<file path="src/rtl/program_counter_pkg.sv">
// Shared datapath constants for the processor core.
// WORD_SIZE is the architectural word width used by the fetch path and PC.
package program_counter_pkg;

  localparam int WORD_SIZE = 32;

endpackage

</file>
<file path="src/rtl/program_counter.sv">
// Architectural program-counter register: loads PCNext on every rising edge.
// Asynchronous active-low reset forces PC to RESET_VECTOR.
module program_counter
  import program_counter_pkg::*;
#(
  parameter int               WIDTH        = WORD_SIZE,
  parameter logic [WIDTH-1:0] RESET_VECTOR = '0
) (
  input  logic             clk,
  input  logic             rst,
  input  logic [WIDTH-1:0] PCNext,
  output logic [WIDTH-1:0] PC
);

  logic [WIDTH-1:0] r_pc;

  // No enable or stall: every edge loads, and reset overrides any pending load.
  always_ff @(posedge clk or negedge rst) begin
    if (!rst) begin
      r_pc <= RESET_VECTOR;
    end else begin
      r_pc <= PCNext;
    end
  end

  assign PC = r_pc;

endmodule

</file>
<file path="config.mk">
export PLATFORM = sky130hd
export DESIGN_NAME = program_counter
export DESIGN_NICKNAME = d
export VERILOG_FILES = /design/src/rtl/program_counter_pkg.sv /design/src/rtl/program_counter.sv
export SDC_FILE = /design/constraint.sdc
export NUM_CORES = 1
export LEC_CHECK = 0
export ABC_AREA = 1
export BUFFER_PORTS_ARGS = -buffer_cell sky130_fd_sc_hd__buf_2
export CORE_UTILIZATION = 39
export DETAILED_ROUTE_END_ITERATION = 12
export PLACE_DENSITY_LB_ADDON = 0.2
export SYNTH_ARGS = -nofsm -noshare
export SYNTH_HDL_FRONTEND = slang
export SYNTH_SLANG_ARGS = --single-unit
</file>
<file path="constraint.sdc">
create_clock -name clk -period 0.8 [get_ports clk]
set_input_delay 0.08 -clock clk [delete_from_list [all_inputs] [get_ports clk]]
set_output_delay 0.08 -clock clk [all_outputs]
set_load 0.03 [all_outputs]
</file>
==> impl_metrics.csv <==
group,metric,value,unit
run_status,status,"complete, but fails checks",
run_status,violations,"negative setup slack",
cells_and_area,area_delta_synth_final,120.9,%
cells_and_area,multiInputGateArea,0,µm²
placed_design,dp.cells,125,
cells_and_area,nFillCells,75,
power_and_ir_drop,ir_drop,1.565,mV
synth,post-synth-top-count-cell,"dfrtp_1",
timing,period_share,116.7,%
synth,synth_cell_types,1,
cells_and_area,stdcell_count,166,
timing,hold_viol_final,0,
timing,tns,-3.700,ns
timing,relSlewSlack,88.97,%
cells_and_area,nMultiInputCombCells,0,
timing,worstMarginPinSlew,0.1654,ns
cts,h-tree-depth,2,
setup_path,critPathBufInv,1,
cells_and_area,nets,172,
setup_path,critical_path_class,"reg2out",
detailed_routing,drt_iter0_drc,4,
global_route,track_usage,23.10,%
synth,synth_flop_cell,"dfrtp_1",
synth,synth_nets,66,
cts,cts_tree,"built",
cts,clkTransAtPathRegs,0.09,ns
floorplanning,die_w,47.31,µm
synth,synth_top_area_cell,"dfrtp_1",
cts,cts_buffers,5,
synth,synth_top_area_share,100.0,%
setup_path,critPathMaxStageDelay,0.40,ns
global_route,antenna_found_initial,0,
floorplanning,fp.dieH,47.31,µm
floorplanning,die_area,0.002238,mm²
setup_path,cpLargestDelayFamily,"flip-flops",
synth,synth_area,800.8,µm²
flow_run,maxCapViolCount,0,
min_path,hold_path.class,"in2async",
cells_and_area,drive_gt1_share,51.80,%
floorplanning,rows,16,
floorplanning,start_util,41.24,%
detailed_routing,wire_per_inst,13.91,µm
timing,fin_hold_ws,0.2450,ns
synth,ys_seq_elements,32,
setup_path,cp-startpoint,"PC[18]$_DFF_PN0_",
detailed_routing,route.detailed.drc,0,
synth,synth.avg_cell_area,25.02,µm²
setup_path,crit_cells,1,
cells_and_area,diodes,0,
detailed_routing,drt_pass1_iterations,4,
timing,fin_crit,0.9338,ns
cts,clock_path_buffers,2,
setup_path,cp_data_required_time,0.72,ns
synth,ys_warn_count,0,
power_and_ir_drop,p_leak,0.8761,nW
global_route,grt_pass1_vias,700,
timing,report.final.slew_viol_count,0,
setup_path,cpMaxStageDelayCell,"dfrtp_1",
timing,setup-violations-final,32,
setup_path,worst_setup_path_end_kind,"output pin",
floorplanning,core,0.001942,mm²
timing,rsz0062_at_grt,"true",
setup_path,path_max_fanout,1,
synth,synth_cells,32,
synth,synth_edf_count,0,
global_route,grt_pass1_wl,3.132,mm
synth,async_flop_share,100.0,%
power_and_ir_drop,powerDensity,1842,mW/mm²
detailed_routing,vias,682,
detailed_routing,ant_nets,0,
global_route,grt_max_degree,33,
cts,postCtsSetupBuffers,0,
floorplanning,io_pins,66,
global_route,grt.overflow.total,0,
synth,synthTopCellsByArea,"dfrtp_1 (100%)",
timing,finalWorstSetupSlack,-0.1338,ns
cts,cts_root_buffer,"clkbuf_4",
detailed_routing,vias_per_cell,4.108,
cts,cts_num_sinks,32,
setup_path,path_cells,"buf_6",
synth,ys_seq_area_share,100.0,%
synth,synth_commonest_cells,"dfrtp_1 (32)",
detailed_routing,wl,2.309,mm
timing,fmax,1071,MHz
cells_and_area,largest_reg_flops,32,
setup_path,startpoint_type,"flip-flop",
placed_design,gp_congestion,0.6391,
setup_path,arrival,0.85,ns
placed_design,io_buffer_count,65,
-- routing by layer --
metal  track usage, %  routed length [µm]  vias to the layer above
met5                0                   0                        -
met4            12.00                  14                        0
met3            16.54                 342                        2
met2            37.53                1121                       51
met1            21.30                 830                      321
li1                 -                   -                      308
-- what timing repair did --
item,CTS,global route
resized for setup,64,0
endpoints found under the setup margin,32,32
hold endpoints to repair,64,0
hold buffers,33,0
-- cell type report --
type / count / area (µm²) / area share, %
clock buffers: 8 / 58.81 / 3.324
flip-flops and latches: 32 / 800.8 / 45.26
repair buffers: 99 / 875.8 / 49.50
well taps: 27 / 33.78 / 1.909
-- kinds of logic after synthesis --
kind of cell	share of synthesized area, %
flops	100.0
-- where the power goes --
part	total, mW	switching, mW	internal (mW)
clock	0.909	0.476	0.433
sequential	1.74	0.0403	1.70
combinational	0.612	0.287	0.325
-- through the flow --
stage / utilization, % / setup WS (ns) / total power [mW] / area (µm²)
after floorplan: - / 0.2526 / 1.926 / 800.8
after global placement: 60.76 / 0.1973 / 2.120 / 1180
after detailed placement: 60.76 / 0.2055 / 2.124 / 1180
after CTS: 91.11 / -0.1357 / 3.263 / 1769
after global routing: 91.11 / -0.1783 / 3.405 / 1769
final: 91.11 / -0.1338 / 3.259 / 1769
-- cells in the final DEF, fill, tap and decap left out --
cell type and instances:
dlygate4sd3_1 33, dfrtp_1 32, buf_6 32, clkbuf_1 2
clkbuf_4 5, clkbuf_8 1, buf_2 33, buf_12 1
-- final timing paths --
| kind | end | slack (ns) |
|---|---|---|
| max in group asynchronous | PC[12]$_DFF_PN0_ | 0.40 |
| worst max-delay path | PC[18] | -0.13 |
| worst min-delay path | PC[31]$_DFF_PN0_ | 0.25 |
| min in group clk | PC[3]$_DFF_PN0_ | 0.40 |
Note: power is estimated with default switching activity, not from simulation.
